File: config.mk
export PLATFORM = sky130hd
export DESIGN_NAME = trans_dispatcher_flat
export DESIGN_NICKNAME = d
export VERILOG_FILES = /design/src/rtl/trans_dispatcher_if.sv /design/src/rtl/trans_dispatcher.sv /design/src/flat_wrapper.sv
export SDC_FILE = /design/constraint.sdc
export NUM_CORES = 1
export LEC_CHECK = 0
export ABC_CLOCK_PERIOD_IN_PS = 13500
export CAP_MARGIN = 20
export CORE_AREA = 2 2 277 279
export DETAILED_ROUTE_END_ITERATION = 16
export DIE_AREA = 0 0 279 281
export GPL_TIMING_DRIVEN = 0
export PLACE_DENSITY = 0.67
export SLEW_MARGIN = 20
export SYNTH_ARGS = -nofsm -noshare
export SYNTH_HDL_FRONTEND = slang
export SYNTH_SLANG_ARGS = --single-unit
File: constraint.sdc
create_clock -name clk -period 13.5 [get_ports clk]
set_input_delay 3.375 -clock clk [delete_from_list [all_inputs] [get_ports clk]]
set_output_delay 3.375 -clock clk [all_outputs]
set_load 0.01 [all_outputs]
File: src/rtl/trans_dispatcher_if.sv
// Handshake bundle between the sources, the dispatcher and the validator.
// The master modport is the dispatcher's view; slave is the surrounding environment.
interface trans_dispatcher_if #(
    parameter int unsigned NUM_SRC = 4,
    parameter int unsigned DATA_W  = 128
);
    logic [NUM_SRC*DATA_W-1:0] src_data_i;
    logic [NUM_SRC-1:0]        src_valid_i;
    logic [NUM_SRC-1:0]        src_ready_o;
    logic [DATA_W-1:0]         val_data_o;
    logic                      val_valid_o;
    logic                      val_done_i;

    modport master (
        input  src_data_i,
        input  src_valid_i,
        input  val_done_i,
        output src_ready_o,
        output val_data_o,
        output val_valid_o
    );

    modport slave (
        output src_data_i,
        output src_valid_i,
        output val_done_i,
        input  src_ready_o,
        input  val_data_o,
        input  val_valid_o
    );
endinterface

File: src/rtl/trans_dispatcher.sv
// Round-robin front end for the transaction validator: one holding slot per source,
// one transaction outstanding at a time, released by done or by a watchdog.
module trans_dispatcher #(
    parameter int unsigned NUM_SRC = 4,
    parameter int unsigned DATA_W  = 128,
    parameter int unsigned TIMEOUT = 40000
) (
    input  logic                       clk,
    input  logic                       rst,
    trans_dispatcher_if.master         bus,
    output logic                       busy_o,
    output logic [$clog2(NUM_SRC)-1:0] last_src_o,
    output logic [31:0]                dispatch_cnt_o,
    output logic [15:0]                timeout_cnt_o
);
    localparam int unsigned IdxW   = $clog2(NUM_SRC);
    localparam int unsigned TimerW = $clog2(TIMEOUT);

    typedef enum logic [0:0] {StIdle, StWaitDone} state_e;

    state_e             state_q;
    logic [DATA_W-1:0]  hold_data_q [NUM_SRC];
    logic [NUM_SRC-1:0] hold_v_q;
    logic [IdxW-1:0]    rr_q;
    logic [DATA_W-1:0]  val_data_q;
    logic               val_valid_q;
    logic [TimerW-1:0]  timer_q;
    logic [31:0]        disp_cnt_q;
    logic [15:0]        tout_cnt_q;

    logic [IdxW-1:0]    grant;
    logic               grant_vld;
    logic [IdxW:0]      cand_sum;

    // Search rr+1, rr+2, ... wrapping; rr itself is visited last (offset NUM_SRC).
    always_comb begin
        grant     = '0;
        grant_vld = 1'b0;
        cand_sum  = '0;
        for (int k = 1; k <= NUM_SRC; k++) begin
            cand_sum = {1'b0, rr_q} + (IdxW + 1)'(k);
            if (cand_sum >= (IdxW + 1)'(NUM_SRC)) begin
                cand_sum = cand_sum - (IdxW + 1)'(NUM_SRC);
            end
            if (!grant_vld && hold_v_q[cand_sum[IdxW-1:0]]) begin
                grant     = cand_sum[IdxW-1:0];
                grant_vld = 1'b1;
            end
        end
    end

    always_ff @(posedge clk) begin
        if (rst) begin
            state_q     <= StIdle;
            hold_v_q    <= '0;
            rr_q        <= '0;
            val_data_q  <= '0;
            val_valid_q <= 1'b0;
            timer_q     <= '0;
            disp_cnt_q  <= '0;
            tout_cnt_q  <= '0;
        end else begin
            for (int i = 0; i < NUM_SRC; i++) begin
                if (bus.src_valid_i[i] && !hold_v_q[i]) begin
                    hold_data_q[i] <= bus.src_data_i[i*DATA_W +: DATA_W];
                    hold_v_q[i]    <= 1'b1;
                end
            end
            val_valid_q <= 1'b0;

            unique case (state_q)
                StIdle: begin
                    // The granted slot was full, so no capture above can collide with this clear.
                    if (grant_vld) begin
                        val_data_q      <= hold_data_q[grant];
                        val_valid_q     <= 1'b1;
                        hold_v_q[grant] <= 1'b0;
                        rr_q            <= grant;
                        disp_cnt_q      <= disp_cnt_q + 32'd1;
                        timer_q         <= '0;
                        state_q         <= StWaitDone;
                    end
                end
                StWaitDone: begin
                    timer_q <= timer_q + TimerW'(1);
                    if (bus.val_done_i) begin
                        state_q <= StIdle;
                    end else if (timer_q == TimerW'(TIMEOUT - 1)) begin
                        if (tout_cnt_q != 16'hFFFF) begin
                            tout_cnt_q <= tout_cnt_q + 16'd1;
                        end
                        state_q <= StIdle;
                    end
                end
            endcase
        end
    end

    assign bus.src_ready_o = ~hold_v_q;
    assign bus.val_data_o  = val_data_q;
    assign bus.val_valid_o = val_valid_q;
    assign busy_o          = (state_q == StWaitDone);
    assign last_src_o      = rr_q;
    assign dispatch_cnt_o  = disp_cnt_q;
    assign timeout_cnt_o   = tout_cnt_q;

    a_strobe_in_wait: assert property (@(posedge clk) disable iff (rst)
        val_valid_q |-> (state_q == StWaitDone));
    a_single_strobe: assert property (@(posedge clk) disable iff (rst)
        val_valid_q |=> !val_valid_q);

endmodule

File: src/flat_wrapper.sv
// flat-port wrapper written by rule: the top's interface ports become plain ports
module trans_dispatcher_flat 
#(
    parameter int unsigned NUM_SRC = 4,
    parameter int unsigned DATA_W  = 128,
    parameter int unsigned TIMEOUT = 40000
)
  (clk, rst, busy_o, last_src_o, dispatch_cnt_o, timeout_cnt_o, bus_src_data_i, bus_src_valid_i, bus_val_done_i, bus_src_ready_o, bus_val_data_o, bus_val_valid_o);
  trans_dispatcher_if #(.NUM_SRC(NUM_SRC), .DATA_W(DATA_W)) bus_i ();
  input  logic clk;
  input  logic rst;
  output logic busy_o;
  output logic [$clog2(NUM_SRC)-1:0] last_src_o;
  output logic [31:0] dispatch_cnt_o;
  output logic [15:0] timeout_cnt_o;
  input wire logic [$bits(bus_i.src_data_i)-1:0] bus_src_data_i;
  input wire logic [$bits(bus_i.src_valid_i)-1:0] bus_src_valid_i;
  input wire logic [$bits(bus_i.val_done_i)-1:0] bus_val_done_i;
  output wire logic [$bits(bus_i.src_ready_o)-1:0] bus_src_ready_o;
  output wire logic [$bits(bus_i.val_data_o)-1:0] bus_val_data_o;
  output wire logic [$bits(bus_i.val_valid_o)-1:0] bus_val_valid_o;
  assign bus_i.src_data_i = bus_src_data_i;
  assign bus_i.src_valid_i = bus_src_valid_i;
  assign bus_i.val_done_i = bus_val_done_i;
  assign bus_src_ready_o = bus_i.src_ready_o;
  assign bus_val_data_o = bus_i.val_data_o;
  assign bus_val_valid_o = bus_i.val_valid_o;
  trans_dispatcher #(.NUM_SRC(NUM_SRC), .DATA_W(DATA_W), .TIMEOUT(TIMEOUT)) u_core (.clk(clk), .rst(rst), .bus(bus_i), .busy_o(busy_o), .last_src_o(last_src_o), .dispatch_cnt_o(dispatch_cnt_o), .timeout_cnt_o(timeout_cnt_o));
endmodule
==> results.md, run 1 <==
- Ys Warns: 0
- EDFF count, synth: 512
- Slowest cell on crit path: nor3b_2
- DRC: 0
- Top Family by Delay on Critical Path: buffers and inverters
- Via total after detailed routing: 18000
- Core area: 75400 um2
- Req. time, crit path: 13820 ps
- Status: complete, no violations
- Number of failing hold endpoints at the final stage: 0
- Hold Crit Class: flip-flop to flip-flop
- Synth unique cells: 50
- Gr usage total: 0.212
- Finished Layout Cells: 3554
- CP Cell Sequence: clkdlybuf4s50_1, clkbuf_1, clkbuf_1, nor3b_2, buf_4, buf_4, buf_4, buf_4, buf_4, buf_4
- Leakage Power: 13.3 nW
- CP endpoint kind: flip-flop
- Final period util: 0.456
- Clock skew: 52.0 ps
- Critical R2R Capture: u_core.bus.val_data_o[31]$_SDFFE_PP0P_
- Final Setup Violations: 0
- Die area: 78400 um2
- Die Ht: 281 um
- Sink Count: 712
- Pre-antenna DRT Iters: 7
- Longest Clk Path Bufs: 3
- Fmax: 162 MHz
- Initial core utilization: 0.344
- Crit path from: rst
- Clock transition at path regs: 60 ps
- Arr. time, crit path: 6470 ps
- Most frequent cells in the layout: 702 x clkdlybuf4s50_1, 512 x edfxtp_1, 258 x mux2i_1
- PD cells: 168 nW/um2
- Global Route met1 Usage: 0.253
- Antenna-violating nets left: 0
- Max-slew headroom: 0.383
- CP max stage delay: 550 ps
- H-tree levels: 3
- # port buffers: 702
- Endpoint, Worst Hold: u_core.bus.val_data_o[34]$_SDFFE_PP0P_
- Hold Startpoint: u_core.bus.val_data_o[34]$_SDFFE_PP0P_
- Commonest non-fill, non-tap cell in the layout: clkdlybuf4s50_1
- Clock tree from TritonCTS: yes
- Placed Cells incl. Taps: 3393
- DR WL/cell: 24.3 um
- Crit path launch type: input pin
- Mapped Cells: 1647
- Worst-Skew Late Latency: 630 ps
- Placer Congestion: 0.863
- CP Buf/Inv Count: 9
- First-pass GRT wire length: 122 mm
- Area grow syn2layout: 44.5%
- Worst r2r src: u_core.last_src_o[0]$_SDFFE_PP0P_
- Post-CTS Setup Bufs: 0
- Crit path time final: 6160 ps
- Num CTS Buffers: 79
- Met2 GRT Util: 0.369
- Initial antenna violation count: 24
- CTS Root Cell: clkbuf_16
- Sequential share of the synthesized area: 0.746
- CP max FO: 10
- Async SR Flop Fraction: 0
- Fin Hold WS: 465 ps
- DR vias/cell: 5.06
- Worst Tran Pin Value: 900 ps
- Pin count of the biggest net entering global routing: 16
- Net Count, Synth: 2169
- FF-to-FF path depth: 8
- Congestion Overflow GR: 0
- Dominant cells by area after synthesis: edfxtp_1 59%, dfxtp_1 15%, mux2i_1 9.9%, o221ai_1 4.3%, nand2_1 2.3%
- Die W: 279 um
- Initial DRC Count: 1393
- Max Slew Vio Count: 0
- Wirelength, routed: 86.3 mm
- RSZ-0062 raised after global routing: false
- Max cap viols: 0
- Mapped cell area: 26000 um2
- Hold Buf Count CTS: 0
- Number of synthesized register bits: 712
- Critical path's most frequent cell: buf_4
- Final Util: 0.497
- Post-DP HPWL: 64.8 mm
- Worst VDD drop: 0.128 mV
- Top_reg_cell synth: edfxtp_1
- Most Used Layer, Global Route: met2
- Setup tns final: 0 ps
- Avg Cell Area, Syn: 15.8 um2
- Final nets: 3018
- Kind of critical path: input pin to flip-flop
- Area share of the leading cell type in the synthesized netlist: 0.592
- R2r setup slk: 10030 ps
- Pwr Total: 0.00632 W
- Post-CTS sizing: 0
- # rows: 101
- Vias in the first global route: 18600
- Met3 Resource Use GR: 0.0586
- Largest area contributor in the netlist: edfxtp_1
- IO Count: 703
- Layout cells sized above 1: 0.105
- Hold path depth: 2
[final cells by class]
type                    instances  area [um2]
plain buffers                  89         424
well taps                     978        1220
diodes                         15        37.5
repair buffers                768        7610
flip-flops and latches        712       19400
fillers                      6316       37900
clock inverters                39         518
inverters                      11        41.3
multi-input cells             835        6140
clock buffers                 107        2130
[routing by layer]
layer | wire length (um) | vias up
met1 | 33100 | 8851
met4 | 2140 | 12
met2 | 44100 | 816
met5 | 88 | -
met3 | 6880 | 154
li1 | - | 8133
[per-stage QoR]
| stage | setup slack (ps) | instance area (um2) |
|---|---|---|
| after floorplan | -368 | 26000 |
| after global placement | -9660 | 34200 |
| after detailed placement | 6690 | 34800 |
| after CTS | 7340 | 37500 |
| after global routing | 7180 | 37500 |
| final | 7340 | 37500 |
[worst register-to-register path, cell delays in order (launching register included)]
cell and delay (ps):
dfxtp_1 390, nand2b_1 140, o21ai_0 80, a211oi_1 260, buf_2 390, buf_2 510
buf_2 460, mux2i_1 800, o221ai_1 260
[flip-flops by register name (all words and copies together) (netlist names)]
name and count:
u_core.timer_q 16, u_core.bus.val_data_o 128, u_core.busy_o 1, u_core.last_src_o 2, u_core.bus.val_valid_o 1, u_core.dispatch_cnt_o 32, u_core.hold_data_q 512, u_core.hold_v_q 4
u_core.timeout_cnt_o 16
[synth_stat cells (12+ instances only)]
cell type,number
nor3_1,12
dfxtp_1,200
nand3_1,27
clkbuf_1,21
nand2_1,162
o31ai_1,15
a21oi_1,32
edfxtp_1,512
mux2i_1,258
buf_2,66
nor2_1,47
xnor2_1,19
or4_1,18
nand4_1,14
o221ai_1,128
[worst max-delay path by stage]
| stage | end | cells after the start | slack, ps |
|---|---|---|---|
| final | u_core.hold_data_q[2][72]$_DFFE_PP_ | 10 | 7340 |
| after global routing | u_core.hold_data_q[2][72]$_DFFE_PP_ | 10 | 7180 |
| after CTS | u_core.hold_data_q[2][104]$_DFFE_PP_ | 10 | 7340 |
| after detailed placement | u_core.hold_data_q[2][104]$_DFFE_PP_ | 10 | 6690 |
| after global placement | u_core.hold_data_q[3][107]$_DFFE_PP_ | 4 | -9660 |
| after floorplan | u_core.hold_data_q[1][0]$_DFFE_PP_ | 3 | -370 |
[where the power goes]
group          internal (W)  switching (W)  leakage [nW]  total (W)
logic              0.000686       0.000745          5.67    0.00143
clock network       0.00128       0.000915          1.27    0.00219
registers           0.00258       0.000110          6.39    0.00269
total               0.00455        0.00177          13.3    0.00632
[kinds of logic after synthesis]
kind of cell	share of synthesized area
buffers and inverters	0.0179
AOI/OAI and AO/OA	0.0602
and+or+nand+nor	0.0655
muxes	0.100
xor gates and xnor gates	0.00810
DFF	0.746
adders and majority gates	0.00145
(Power assumes the default switching activity.)
==> run 2, diff against run 1 <==
--- a/config.mk
+++ b/config.mk
@@ -5,13 +5,13 @@
 export SDC_FILE = /design/constraint.sdc
 export NUM_CORES = 1
 export LEC_CHECK = 0
-export ABC_CLOCK_PERIOD_IN_PS = 13500
+export ABC_CLOCK_PERIOD_IN_PS = 6400
 export CAP_MARGIN = 20
-export CORE_AREA = 2 2 277 279
+export CORE_AREA = 2 2 273 275
 export DETAILED_ROUTE_END_ITERATION = 16
-export DIE_AREA = 0 0 279 281
+export DIE_AREA = 0 0 275 277
 export GPL_TIMING_DRIVEN = 0
-export PLACE_DENSITY = 0.67
+export PLACE_DENSITY = 0.66
 export SLEW_MARGIN = 20
 export SYNTH_ARGS = -nofsm -noshare
 export SYNTH_HDL_FRONTEND = slang
==> constraint.sdc (replaced) <==
create_clock -name clk -period 6.4 [get_ports clk]
set_input_delay 1.6 -clock clk [delete_from_list [all_inputs] [get_ports clk]]
set_output_delay 1.6 -clock clk [all_outputs]
set_load 0.01 [all_outputs]
==> run 2 against run 1 <==
Effect of this change:
- final cell count down 0.59%
- critical path type unchanged
- sequential power up 110%
- global-route usage up 0.87 points
- setup slack worse by 5300 ps
- wire length up 0.21%
==> results.md, run 2 (same netlist as run 1, synthesis figures left out) <==
- Clock skew: 31.0 ps (was 52.0 ps)
- Sink Count: 712 (unchanged)
- Placed Cells incl. Taps: 3366 (was 3393)
- Switching power: 0.00372 W (was 0.00177 W)
- Fmax: 229 MHz
- CTS Root Cell: clkbuf_16 (unchanged)
- Area grow syn2layout: 44.6% (was 44.5%)
- CP endpoint kind: flip-flop (unchanged)
- Max cap viols: 0 (unchanged)
- CP max FO: 14 (was 10)
- Worst r2r src: u_core.hold_v_q[2]$_SDFF_PP0_ (was u_core.last_src_o[0]$_SDFFE_PP0P_)
- Congestion Overflow GR: 0 (unchanged)
- # fillers: 6115 (was 6316)
- Final period util: 0.682
- Switching Share: 0.282 (was 0.280)
- Hold Crit Class: flip-flop to flip-flop (unchanged)
- Worst Tran Pin Value: 839 ps (was 900 ps)
- Met2 GRT Util: 0.387 (was 0.369)
- FF-to-FF path depth: 8 (unchanged)
- Final nets: 2999 (was 3018)
- Arr. time, crit path: 4690 ps (was 6470 ps)
- Longest Clk Path Bufs: 3 (unchanged)
- Die W: 275 um (was 279 um)
- Clock transition at path regs: 60 ps (about the same)
- Number of failing hold endpoints at the final stage: 0 (unchanged)
- Hold Buf Count CTS: 0 (unchanged)
- Max Slew Vio Count: 0 (unchanged)
- Crit path time final: 4370 ps
- Crit path launch type: input pin (unchanged)
- Global Route met1 Usage: 0.248 (was 0.253)
- Most Used Layer, Global Route: met2 (unchanged)
- Final Setup Violations: 0 (unchanged)
- Pin count of the biggest net entering global routing: 15 (was 16)
- Req. time, crit path: 6730 ps (was 13820 ps)
- Leakage Power: 13.3 nW (about the same)
- Fin Hold WS: 466 ps (was 465 ps)
- Most frequent cells in the layout: 702 x clkdlybuf4s50_1, 512 x edfxtp_1, 258 x mux2i_1 (unchanged)
- DRC: 0 (unchanged)
- Initial DRC Count: 1265 (was 1393)
- Num CTS Buffers: 78 (was 79)
- Max reg flops: 512 (unchanged)
- First-pass GRT wire length: 122 mm (about the same)
- Seq pwr share: 0.430 (was 0.426)
- Max-slew headroom: 0.440 (was 0.383)
- Critical R2R Capture: u_core.bus.val_data_o[38]$_SDFFE_PP0P_ (was u_core.bus.val_data_o[31]$_SDFFE_PP0P_)
- Post-DP HPWL: 65.7 mm (was 64.8 mm)
- CP Cell Sequence: clkdlybuf4s50_1, clkbuf_1, clkbuf_1, nor3b_4, buf_8, buf_6, buf_6, buf_8, buf_8, buf_8, buf_6 (was clkdlybuf4s50_1, clkbuf_1, clkbuf_1, nor3b_2, buf_4, buf_4, buf_4, buf_4, buf_4, buf_4)
- Initial core utilization: 0.353 (was 0.344)
- Die area: 76200 um2 (was 78400 um2)
- DR WL/cell: 24.5 um (was 24.3 um)
- # rows: 100 (was 101)
- CP Buf/Inv Count: 10 (was 9)
- Commonest non-fill, non-tap cell in the layout: clkdlybuf4s50_1 (unchanged)
- Via total after detailed routing: 17700 (was 18000)
- Clock share of power: 0.340 (was 0.347)
- CP max stage delay: 600 ps (was 550 ps)
- CP endpoint: u_core.hold_data_q[3][97]$_DFFE_PP_ (was u_core.hold_data_q[2][72]$_DFFE_PP_)
- H-tree levels: 3 (unchanged)
- Layout cells sized above 1: 0.0980 (was 0.105)
- Critical path's most frequent cell: buf_8 (was buf_4)
- Internal Power: 0.00949 W (was 0.00455 W)
- Die Ht: 277 um (was 281 um)
- RSZ-0062 raised after global routing: false (unchanged)
- Antenna-violating nets left: 0 (unchanged)
- Wirelength, routed: 86.5 mm (was 86.3 mm)
- Gr usage total: 0.220 (was 0.212)
- Core area: 73600 um2 (was 75400 um2)
- Vias in the first global route: 18600 (about the same)
- Finished Layout Cells: 3533 (was 3554)
- Pre-antenna DRT Iters: 6 (was 7)
- Worst-Skew Late Latency: 630 ps (about the same)
- Top Family by Delay on Critical Path: buffers and inverters (unchanged)
- Slowest cell on crit path: nor3b_4 (was nor3b_2)
- # port buffers: 702 (unchanged)
- Placer Congestion: 0.855 (was 0.863)
- FF+latch area: 19400 um2 (unchanged)
- Worst VDD drop: 0.221 mV (was 0.128 mV)
- Post-CTS Setup Bufs: 0 (unchanged)
- Clock tree from TritonCTS: yes (unchanged)
- Crit path from: rst (unchanged)
- Area of the multi-input gates: 6160 um2 (was 6140 um2)
- Largest Register: u_core.hold_data_q (unchanged)
- Post-CTS sizing: 0 (unchanged)
- PD cells: 352 nW/um2 (was 168 nW/um2)
- R2r setup slk: 3270 ps (was 10030 ps)
- Met3 Resource Use GR: 0.0738 (was 0.0586)
- Initial antenna violation count: 31 (was 24)
- Kind of critical path: input pin to flip-flop (unchanged)
- IO Count: 703 (unchanged)
- DR vias/cell: 5.01 (was 5.06)
- Critical Path Stages: 11 (was 10)
- Comb pwr share: 0.230 (was 0.226)
- Status: complete, no violations (unchanged)
## run 2: cell count changes in the layout (fill, tap and decap cells not counted), moves of 4 or more
cell,delta
clkbuf_1,-10
buf_6,+15
clkinv_1,+10
diode_2,+7
buf_8,+13
clkbuf_8,+4
buf_4,-48
## run 2: power by group through the flow
| stage | Combinational, W | Clock [W] | Sequential, W |
|---|---|---|---|
| final | 0.00304 | 0.00449 | 0.00568 |
| after global routing | 0.00323 | 0.00476 | 0.00572 |
| after CTS | 0.00309 | 0.00459 | 0.00567 |
| after detailed placement | 0.00308 | 0 | 0.00576 |
| after global placement | 0.00297 | 0 | 0.00581 |
| after floorplan | 0.00131 | 0 | 0.00587 |
## run 2: final cells by class
cell class              instances  share of cell area
clock inverters                45              0.0124
inverters                      11             0.00110
repair buffers                750               0.204
plain buffers                  89              0.0113
multi-input cells             835               0.164
flip-flops and latches        712               0.516
well taps                     969              0.0323
clock buffers                 100              0.0566
diodes                         22             0.00147
## run 2: worst min-delay path by stage
stage	start	slack, ps	depth (start not counted)	endpoint
3_3_place_gp	u_core.bus.val_data_o[38]$_SDFFE_PP0P_	440	2	u_core.bus.val_data_o[38]$_SDFFE_PP0P_
3_5_place_dp	u_core.bus.val_data_o[49]$_SDFFE_PP0P_	450	2	u_core.bus.val_data_o[49]$_SDFFE_PP0P_
5_1_grt	u_core.bus.val_data_o[22]$_SDFFE_PP0P_	490	2	u_core.bus.val_data_o[22]$_SDFFE_PP0P_
6_report	u_core.bus.val_data_o[61]$_SDFFE_PP0P_	470	2	u_core.bus.val_data_o[61]$_SDFFE_PP0P_
4_1_cts	u_core.bus.val_data_o[41]$_SDFFE_PP0P_	470	2	u_core.bus.val_data_o[41]$_SDFFE_PP0P_
2_1_floorplan	u_core.timer_q[4]$_SDFFE_PP0P_	450	2	u_core.timer_q[4]$_SDFFE_PP0P_
## run 2: through the flow
step	setup TNS (ps)	worst slack [ps]	area, um2	utilization	power, W
finish	0	2030	37500	0.510	0.0132
global route	0	1970	37500	0.510	0.0137
CTS	0	2080	37500	0.509	0.0133
detailed placement	0	1410	34900	0.474	0.00884
global placement	-2772300	-6370	34200	0.465	0.00877
floorplan	-429530	-1120	26000	-	0.00718
## run 2: worst min-delay path: cells and delay by family (launching register included)
family / cells / cell delay (ps)
compound gates: 1 / 60
flops: 1 / 320
simple gates: 1 / 50
## run 2: metal layers
| metal | part of all wire | vias to the layer above | wire (um) |
|---|---|---|---|
| met5 | 0.0013 | - | 115 |
| met4 | 0.026 | 16 | 2270 |
| met3 | 0.087 | 145 | 7500 |
| met2 | 0.52 | 745 | 44600 |
| met1 | 0.37 | 8698 | 31900 |
| li1 | - | 8098 | - |
